**src/rtl/keypad_row_decoder.sv**
```systemverilog
// keypad_row_decoder: column-scanned 4x4 keypad reader. Holds each column for
// DWELL_CYCLES, freezes the scan on a press, debounces press and release on the
// captured row, and reports one hex code per accepted press.
// Optional auto-repeat while a key is held: define KEYPAD_AUTOREPEAT_EN.
module keypad_row_decoder #(
  parameter int DWELL_CYCLES    = 4000,
  parameter int DEBOUNCE_CYCLES = 20000,
  parameter int REPEAT_CYCLES   = 480000
) (
  input  logic       clk_i,
  input  logic       reset_i,
  input  logic [3:0] rows_n_i,
  input  logic [1:0] encoded_cols_i,
  output logic       scan_counter_en_o,
  output logic [3:0] key_code_o,
  output logic       key_valid_o,
  output logic       key_held_o
);

  // state    | meaning
  // SCAN     | sweeping columns, sampling rows at end of each dwell
  // DEBOUNCE | column frozen, waiting for captured row to stay low
  // HELD     | key accepted, waiting for captured row to go high
  // RELEASE  | captured row high, waiting for it to stay high
  typedef enum logic [1:0] {
    ST_SCAN,
    ST_DEBOUNCE,
    ST_HELD,
    ST_RELEASE
  } state_e;

  localparam int MAX_A = (DWELL_CYCLES > DEBOUNCE_CYCLES) ? DWELL_CYCLES : DEBOUNCE_CYCLES;
  localparam int MAX_P = (MAX_A > REPEAT_CYCLES) ? MAX_A : REPEAT_CYCLES;
  localparam int CW    = $clog2(MAX_P + 1);

  localparam logic [CW-1:0] DWELL_TC = CW'(DWELL_CYCLES - 1);
  localparam logic [CW-1:0] DEB_TC   = CW'(DEBOUNCE_CYCLES - 1);
  localparam logic [CW-1:0] ONE      = CW'(1);

  state_e        state_q, state_d;
  logic [3:0]    sync1_q, sync2_q;
  logic [CW-1:0] dwell_q, dwell_d;
  logic [CW-1:0] deb_q, deb_d;
  logic [1:0]    row_q, row_d;
  logic [1:0]    col_q, col_d;
  logic [3:0]    key_code_q, key_code_d;
  logic          key_valid_q, key_valid_d;
  logic          key_held_q, key_held_d;
  logic          scan_en_q, scan_en_d;
  logic          cap_low;
`ifdef KEYPAD_AUTOREPEAT_EN
  localparam logic [CW-1:0] REP_TC = CW'(REPEAT_CYCLES - 1);
  logic [CW-1:0] rep_q, rep_d;
`endif

  function automatic logic [CW-1:0] sat_inc(input logic [CW-1:0] v);
    return (v == '1) ? v : v + ONE;
  endfunction

  // Lowest-index active (low) row wins when several rows are pressed together.
  function automatic logic [1:0] lowest_row(input logic [3:0] rn);
    if (!rn[0])      return 2'd0;
    else if (!rn[1]) return 2'd1;
    else if (!rn[2]) return 2'd2;
    else             return 2'd3;
  endfunction

  function automatic logic [3:0] key_map(input logic [1:0] r, input logic [1:0] c);
    case ({r, c})
      4'h0: return 4'h1;  4'h1: return 4'h2;  4'h2: return 4'h3;  4'h3: return 4'hA;
      4'h4: return 4'h4;  4'h5: return 4'h5;  4'h6: return 4'h6;  4'h7: return 4'hB;
      4'h8: return 4'h7;  4'h9: return 4'h8;  4'hA: return 4'h9;  4'hB: return 4'hC;
      4'hC: return 4'hE;  4'hD: return 4'h0;  4'hE: return 4'hF;  default: return 4'hD;
    endcase
  endfunction

  assign cap_low = ~sync2_q[row_q];

  // Synchronizer, state register, counters and registered outputs.
  always_ff @(posedge clk_i) begin
    if (reset_i) begin
      sync1_q     <= 4'hF;
      sync2_q     <= 4'hF;
      state_q     <= ST_SCAN;
      dwell_q     <= '0;
      deb_q       <= '0;
      row_q       <= '0;
      col_q       <= '0;
      key_code_q  <= '0;
      key_valid_q <= 1'b0;
      key_held_q  <= 1'b0;
      scan_en_q   <= 1'b0;
`ifdef KEYPAD_AUTOREPEAT_EN
      rep_q       <= '0;
`endif
    end else begin
      sync1_q     <= rows_n_i;
      sync2_q     <= sync1_q;
      state_q     <= state_d;
      dwell_q     <= dwell_d;
      deb_q       <= deb_d;
      row_q       <= row_d;
      col_q       <= col_d;
      key_code_q  <= key_code_d;
      key_valid_q <= key_valid_d;
      key_held_q  <= key_held_d;
      scan_en_q   <= scan_en_d;
`ifdef KEYPAD_AUTOREPEAT_EN
      rep_q       <= rep_d;
`endif
    end
  end

  // Next-state logic: scan, freeze on press, debounce press and release.
  always_comb begin
    state_d     = state_q;
    dwell_d     = dwell_q;
    deb_d       = deb_q;
    row_d       = row_q;
    col_d       = col_q;
    key_code_d  = key_code_q;
    key_valid_d = 1'b0;
    scan_en_d   = 1'b0;
`ifdef KEYPAD_AUTOREPEAT_EN
    rep_d       = '0;
`endif
    case (state_q)
      ST_SCAN: begin
        if (dwell_q == DWELL_TC) begin
          dwell_d = '0;
          if (sync2_q != 4'hF) begin
            row_d   = lowest_row(sync2_q);
            col_d   = encoded_cols_i;
            deb_d   = '0;
            state_d = ST_DEBOUNCE;
          end else begin
            scan_en_d = 1'b1;
          end
        end else begin
          dwell_d = sat_inc(dwell_q);
        end
      end
      ST_DEBOUNCE: begin
        if (!cap_low) begin
          state_d = ST_SCAN;
          dwell_d = '0;
        end else if (deb_q == DEB_TC) begin
          key_code_d  = key_map(row_q, col_q);
          key_valid_d = 1'b1;
          state_d     = ST_HELD;
        end else begin
          deb_d = sat_inc(deb_q);
        end
      end
      ST_HELD: begin
        if (!cap_low) begin
          state_d = ST_RELEASE;
          deb_d   = '0;
        end
`ifdef KEYPAD_AUTOREPEAT_EN
        else if (rep_q == REP_TC) begin
          key_valid_d = 1'b1;
          rep_d       = '0;
        end else begin
          rep_d = sat_inc(rep_q);
        end
`endif
      end
      default: begin
        if (cap_low) begin
          state_d = ST_HELD;
        end else if (deb_q == DEB_TC) begin
          state_d   = ST_SCAN;
          dwell_d   = '0;
          scan_en_d = 1'b1;
        end else begin
          deb_d = sat_inc(deb_q);
        end
      end
    endcase
    key_held_d = (state_d == ST_HELD) || (state_d == ST_RELEASE);
  end

  assign scan_counter_en_o = scan_en_q;
  assign key_code_o        = key_code_q;
  assign key_valid_o       = key_valid_q;
  assign key_held_o        = key_held_q;

endmodule
```
**config.mk**
```make
export PLATFORM = sky130hd
export DESIGN_NAME = keypad_row_decoder
export DESIGN_NICKNAME = d
export VERILOG_FILES = /design/src/rtl/keypad_row_decoder.sv
export SDC_FILE = /design/constraint.sdc
export NUM_CORES = 1
export LEC_CHECK = 0
export BUFFER_PORTS_ARGS = -buffer_cell sky130_fd_sc_hd__buf_4
export CAP_MARGIN = 15
export CORE_ASPECT_RATIO = 2
export CORE_MARGIN = 1
export CORE_UTILIZATION = 44
export CTS_CLUSTER_SIZE = 14
export DETAILED_ROUTE_END_ITERATION = 10
export GPL_ROUTABILITY_DRIVEN = 0
export PLACE_DENSITY = 0.63
export SLEW_MARGIN = 20
export SYNTH_ARGS = -nofsm -noshare
export SYNTH_HDL_FRONTEND = slang
export SYNTH_SLANG_ARGS = --single-unit
```
**constraint.sdc**
```tcl
create_clock -name clk_i -period 3.3 [get_ports clk_i]
set_clock_uncertainty 0.2 [all_clocks]
set_input_delay 0.165 -clock clk_i [delete_from_list [all_inputs] [get_ports clk_i]]
set_output_delay 0.165 -clock clk_i [all_outputs]
set_load 0.005 [all_outputs]
```
==> flow_metrics.env, run 1 <==
export IMPL_status="finished, final reports clean"
export IMPL_fin_nets=412
export IMPL_synth_area_mm2=0.00312
export IMPL_synth_seq_cells=58
export IMPL_vias_per_cell=6.03
export IMPL_dieArea_mm2=0.00745
export IMPL_cts_num_sinks=58
export IMPL_rows=43
export IMPL_multi_input_area_mm2=0.00182
export IMPL_fmax_ghz=0.366
export IMPL_finalSetupViolCount=0
export IMPL_dpl_cell_count=470
export IMPL_place_area_mm2=0.00328
export IMPL_diodes=0
export IMPL_finalMaxSlewViolations=0
export IMPL_wl_mm=7.66
export IMPL_grt_use_total_pct=22.7
export IMPL_io_buffers=14
export IMPL_total_power_mw=1.66
export IMPL_period_needed_ns=2.73
export IMPL_htreeDepth=3
export IMPL_cts_resized=0
export IMPL_first_global_vias=2759
export IMPL_grt_pass1_wl_mm=12.7
export IMPL_worstSetupStartpointType="register"
export IMPL_first_iter_violations=178
export IMPL_synth_edf_count=0
export IMPL_synth_area_leaders="dfxtp_1, o21ai_0, a21oi_1"
export IMPL_seq_area_mm2=0.00116
export IMPL_die_w_um=61.5
export IMPL_seq_area_frac_synth_pct=37.2
export IMPL_area_growth_pct=16.5
export IMPL_fin_util_pct=52.7
export IMPL_p_per_area_mw_per_mm2=457
export IMPL_antenna_found_initial=0
export IMPL_netlist_cell_type_count=53
export IMPL_io_pins=15
export IMPL_finalWorstSetupSlack_ns=0.569
export IMPL_cts_buffers=9
export IMPL_rsz0062_at_grt="no"
export IMPL_critical_path_class="register to register"
export IMPL_drive_above_1_share_pct=13.7
export IMPL_synthFlopType="dfxtp_1"
export IMPL_layout_common_cells="dfxtp_1, nand2_1, o21ai_0"
export IMPL_grt_ovfl_total=0
export IMPL_synthCells=382
export IMPL_hold_viol_final=0
export IMPL_remaining_drc_errors=0
export IMPL_coreArea_mm2=0.00689
export IMPL_hp_start="reset_i"
export IMPL_peakVddDrop_v=0.000302
export IMPL_regToRegStartpoint="deb_q[0]"
export IMPL_grt_max_degree=55
export IMPL_syn_avg_cell_area_um2=8.16
export IMPL_cts_max_path_buffers=2
export IMPL_whs_ns=0.104
export IMPL_syn_num_nets=397
export IMPL_cp_required_ns=3.31
export IMPL_synth_area_leader_cell="dfxtp_1"
export IMPL_dp_hpwl_mm=5.29
export IMPL_cap_violations=0
export IMPL_cts_root_buffer="clkbuf_16"
export IMPL_p_leak_nw=1.23
export IMPL_async_flop_share_pct=0
export IMPL_path_clk_slew_ns=0.05
export IMPL_finalSetupTns_ns=0
export IMPL_worstMarginPinSlew_ns=0.820
export IMPL_worstHoldEndpoint="dwell_q[0]"
export IMPL_cp_max_fo=14
export IMPL_num_vias=2960
export IMPL_start_util_pct=45.3
export IMPL_worstHoldPathType="primary input to register"
export IMPL_clock_latency_ns=0.33
export IMPL_detail_route_wl_per_cell_um=15.6
export IMPL_postLayoutCellArea_mm2=0.00363
export IMPL_holdPathStages=2
export IMPL_r2r_cells=7
export IMPL_first_pass_iters=4
export IMPL_dpl_worst_slack_ns=0.574
export IMPL_r2r_slack_ns=0.57
export IMPL_end_kind="register"
export IMPL_final_common_cell="dfxtp_1"
export IMPL_ant_nets=0
export IMPL_reg2reg_to="deb_q[9]"
export IMPL_slew_headroom_pct=44.8
export IMPL_arrival_ns=2.75
export IMPL_cts_tree="yes"
export IMPL_layout_cells_non_filler=491
export IMPL_die_h_um=121
export IMPL_synth_top_area_share_pct=37.2
export IMPL_nFillCells=705
export IMPL_fin_crit_sh_pct=82.8
export IMPL_ys_warn_count=0
[state kept, by name, indices dropped and copies added (netlist names)]
name,flops
state_q,2
deb_q,19
sync1_q,4
key_valid_o,1
scan_counter_en_o,1
sync2_q,4
key_code_o,4
row_q,2
dwell_q,19
col_q,2
[layer usage]
| metal | global-route usage (%) | share of wire (%) | vias to the layer above |
|---|---|---|---|
| met5 | 0 | 0 | - |
| met4 | 12.1 | 3.2 | 0 |
| met3 | 5.86 | 2.9 | 23 |
| met2 | 38.7 | 54 | 61 |
| met1 | 24.3 | 40 | 1402 |
| li1 | - | - | 1474 |
[power breakdown]
part,switching (mW),leakage (nW),internal (mW),total (mW)
clock network,0.311,0.147,0.582,0.893
logic,0.0263,0.617,0.0238,0.0501
registers,0.00564,0.470,0.709,0.715
[kinds of logic after synthesis]
family,Yosys count,share of synthesized area (%)
AND/OR/NAND/NOR,172,30.1
buffers and inverters,31,4.37
adder cells (fa/ha/maj),7,2.81
multiplexers,7,2.69
flip-flops,58,37.2
AO/OA/AOI/OAI,107,22.8
[area by class of cell]
type | count | share of cell area, %
Multi-Input combinational cell | 293 | 50.1
Sequential cell | 58 | 32.0
Clock buffer | 13 | 7.72
Timing Repair Buffer | 27 | 5.99
Tap cell | 90 | 3.10
Inverter | 8 | 0.827
Clock inverter | 2 | 0.276
[worst max-delay path by stage]
stage          startpoint           to  slack [ns]  depth (start not counted)
2_1_floorplan  dwell_q[0]  dwell_q[16]        0.88                          8
3_3_place_gp     row_q[1]     deb_q[3]        0.62                          6
3_5_place_dp     deb_q[0]     deb_q[9]        0.57                          7
4_1_cts          deb_q[0]     deb_q[9]        0.56                          7
5_1_grt          deb_q[0]     deb_q[9]        0.32                          7
6_report         deb_q[0]     deb_q[9]        0.57                          7
[critical path: stages, from the launching register on]
cell and delay (ns):
dfxtp_1 0.37, ha_1 0.22, nand3_1 0.14, nor4_1 0.57, nand3_1 0.20, a41oi_2 0.62, o21ai_0 0.20, o41ai_1 0.10
[cells in the mapped netlist (all sizes together), types with 8 or more instances]
cell type and instances:
inv 8, buf 11, nand3 25, dfxtp 58, nor4 11, a21oi 26, nand2b 10, nand4 8
o21ai 30, or4 8, or2 9, nor2 28, a31oi 13, clkbuf 12, nand2 33
[repair_timing]
action	in CTS	in global routing
endpoints found under the hold margin	6	0
setup endpoints to repair	0	0
hold buffers	6	0
buffers inserted	0	0
Power figures use the tool's default switching activity.
==> inputs of run 2 (changes only) <==
==> constraint.sdc (replaced) <==
create_clock -name clk_i -period 2.8 [get_ports clk_i]
set_clock_uncertainty 0.2 [all_clocks]
set_input_delay 0.14 -clock clk_i [delete_from_list [all_inputs] [get_ports clk_i]]
set_output_delay 0.14 -clock clk_i [all_outputs]
set_load 0.005 [all_outputs]
==> run 2 against run 1 <==
Effect of this change:
- fmax rose by 5.9%
- hold slack got worse by 0.021 ns
- via count fell by 0.91%
- critical path type unchanged
- die area did not move
- non-clock buffer count rose by 11
- final cell count rose by 2.4%
==> flow_metrics.env, run 2 (same netlist as run 1, synthesis figures left out) <==
export IMPL_p_sw_share_pct=20.6
export IMPL_dieArea_mm2=0.00745
export IMPL_io_buffers=14
export IMPL_finalSetupTns_ns=0
export IMPL_path_clk_slew_ns=0.05
export IMPL_clkPwrFrac_pct=53.2
export IMPL_cts_max_path_buffers=2
export IMPL_intPower_mw=1.53
export IMPL_grt_max_degree=55
export IMPL_wl_mm=7.86
export IMPL_die_w_um=61.5
export IMPL_clock_latency_ns=0.33
export IMPL_start_util_pct=45.3
export IMPL_detail_route_wl_per_cell_um=15.6
export IMPL_final_common_cell="dfxtp_1"
export IMPL_drive_above_1_share_pct=15.7
export IMPL_worstHoldPathType="primary input to register"
export IMPL_fin_nets=423
export IMPL_remaining_drc_errors=0
export IMPL_cts_root_buffer="clkbuf_16"
export IMPL_cap_violations=0
export IMPL_p_leak_nw=1.29
export IMPL_die_h_um=121
export IMPL_area_growth_pct=19.3
export IMPL_p_seq_share_pct=43.6
export IMPL_coreArea_mm2=0.00689
export IMPL_cp_slowest_cell="or4_1"
export IMPL_vias_per_cell=5.83
export IMPL_grt_ovfl_total=0
export IMPL_max_stage_delay_ns=0.53
export IMPL_regToRegStartpoint="dwell_q[6]"
export IMPL_critical_path_class="register to register"
export IMPL_cp_max_fo=8
export IMPL_status="finished, final reports clean"
export IMPL_top_regs="deb_q x19, dwell_q x19"
export IMPL_antenna_found_initial=0
export IMPL_peakVddDrop_v=0.000544
export IMPL_layout_common_cells="dfxtp_1, nand2_1, buf_4"
export IMPL_diodes=0
export IMPL_first_global_vias=2867
export IMPL_fin_crit_sh_pct=92.2
export IMPL_cts_tree="yes"
export IMPL_end_kind="register"
export IMPL_r2r_slack_ns=0.22
export IMPL_worstHoldEndpoint="col_q[1]"
export IMPL_first_iter_violations=160
export IMPL_ant_nets=0
export IMPL_reg2reg_to="deb_q[10]"
export IMPL_hp_start="reset_i"
export IMPL_arrival_ns=2.63
export IMPL_htreeDepth=3
export IMPL_worstSetupStartpointType="register"
export IMPL_slew_headroom_pct=59.2
export IMPL_r2r_cells=7
export IMPL_holdPathStages=2
export IMPL_cts_buffers=9
export IMPL_hold_viol_final=0
export IMPL_finalSetupViolCount=0
export IMPL_grt_pass1_wl_mm=12.9
export IMPL_rsz0062_at_grt="no"
export IMPL_whs_ns=0.0831
export IMPL_p_per_area_mw_per_mm2=520
export IMPL_io_pins=15
export IMPL_cp_required_ns=2.85
export IMPL_total_power_mw=1.93
export IMPL_period_needed_ns=2.58
export IMPL_cts_num_sinks=58
export IMPL_fmax_ghz=0.388
export IMPL_first_pass_iters=4
export IMPL_num_vias=2933
export IMPL_grt_use_total_pct=23.3
export IMPL_post_cts_buffers=0
export IMPL_nFillCells=684
export IMPL_dp_hpwl_mm=5.71
export IMPL_p_comb_share_pct=3.3
export IMPL_worstMarginPinSlew_ns=0.607
export IMPL_finalMaxSlewViolations=0
export IMPL_switchingPower_mw=0.399
export IMPL_rows=43
export IMPL_crit_chain="or4_1 -> or3_4 -> o21ai_4 -> buf_4 -> and4_1 -> a31oi_1 -> a211oi_2"
[run 2: layer usage]
| metal | global-route usage, % | share of wire (%) |
|---|---|---|
| met1 | 22.8 | 39 |
| met2 | 41.7 | 56 |
| met3 | 5.65 | 2.2 |
| met4 | 13.2 | 3.2 |
| met5 | 0 | 0 |
[run 2: power by group through the flow]
| stage | clock (mW) | combinational [mW] | sequential [mW] |
|---|---|---|---|
| after floorplan | 0 | 0.0385 | 0.858 |
| after global placement | 0 | 0.0543 | 0.859 |
| after detailed placement | 0 | 0.0552 | 0.859 |
| after CTS | 1.04 | 0.0618 | 0.842 |
| after global routing | 1.08 | 0.0691 | 0.843 |
| final | 1.03 | 0.0629 | 0.842 |
[run 2: how the worst max path moves through the flow]
stage,end,cells after the start,startpoint,slack [ns]
finish,deb_q[10],7,dwell_q[6],0.22
global route,dwell_q[7],8,dwell_q[1],0.05
CTS,deb_q[3],6,row_q[1],0.20
detailed placement,deb_q[3],6,row_q[1],0.21
global placement,deb_q[3],6,row_q[1],0.24
floorplan,dwell_q[16],8,dwell_q[0],0.38
[run 2: layout make-up]
| cell class | count | area (um2) | share of cell area (%) |
|---|---|---|---|
| Clock buffer | 14 | 274 | 7.37 |
| Timing Repair Buffer | 38 | 300 | 8.07 |
| Tap cell | 90 | 113 | 3.03 |
| Inverter | 8 | 30.0 | 0.807 |
| Clock inverter | 2 | 10.0 | 0.269 |
| Sequential cell | 58 | 1160 | 31.2 |
| Multi-Input combinational cell | 293 | 1830 | 49.2 |
[run 2: critical path, delay by kind of cell, from the launching register on]
family                 cells  cell delay [ns]
and+or+nand+nor            3             1.22
AOI/OAI and AO/OA          3             0.54
DFF                        1             0.36
buffers and inverters      1             0.18
[run 2: repair_timing]
action / CTS / global route
endpoints found under the hold margin: 6 / 0
endpoints found under the setup margin: 0 / 1
hold buffers: 6 / 0
resized for setup: 0 / 1
[run 2: per-stage QoR]
stage	cell area [um2]	utilization, %	setup WS (ns)	instances
5_1_grt	3720	54.0	0.0543	503
3_3_place_gp	3360	48.9	0.240	481
4_1_cts	3710	53.9	0.203	503
2_1_floorplan	3120	-	0.378	382
6_report	3720	54.0	0.220	503
3_5_place_dp	3360	48.9	0.215	481
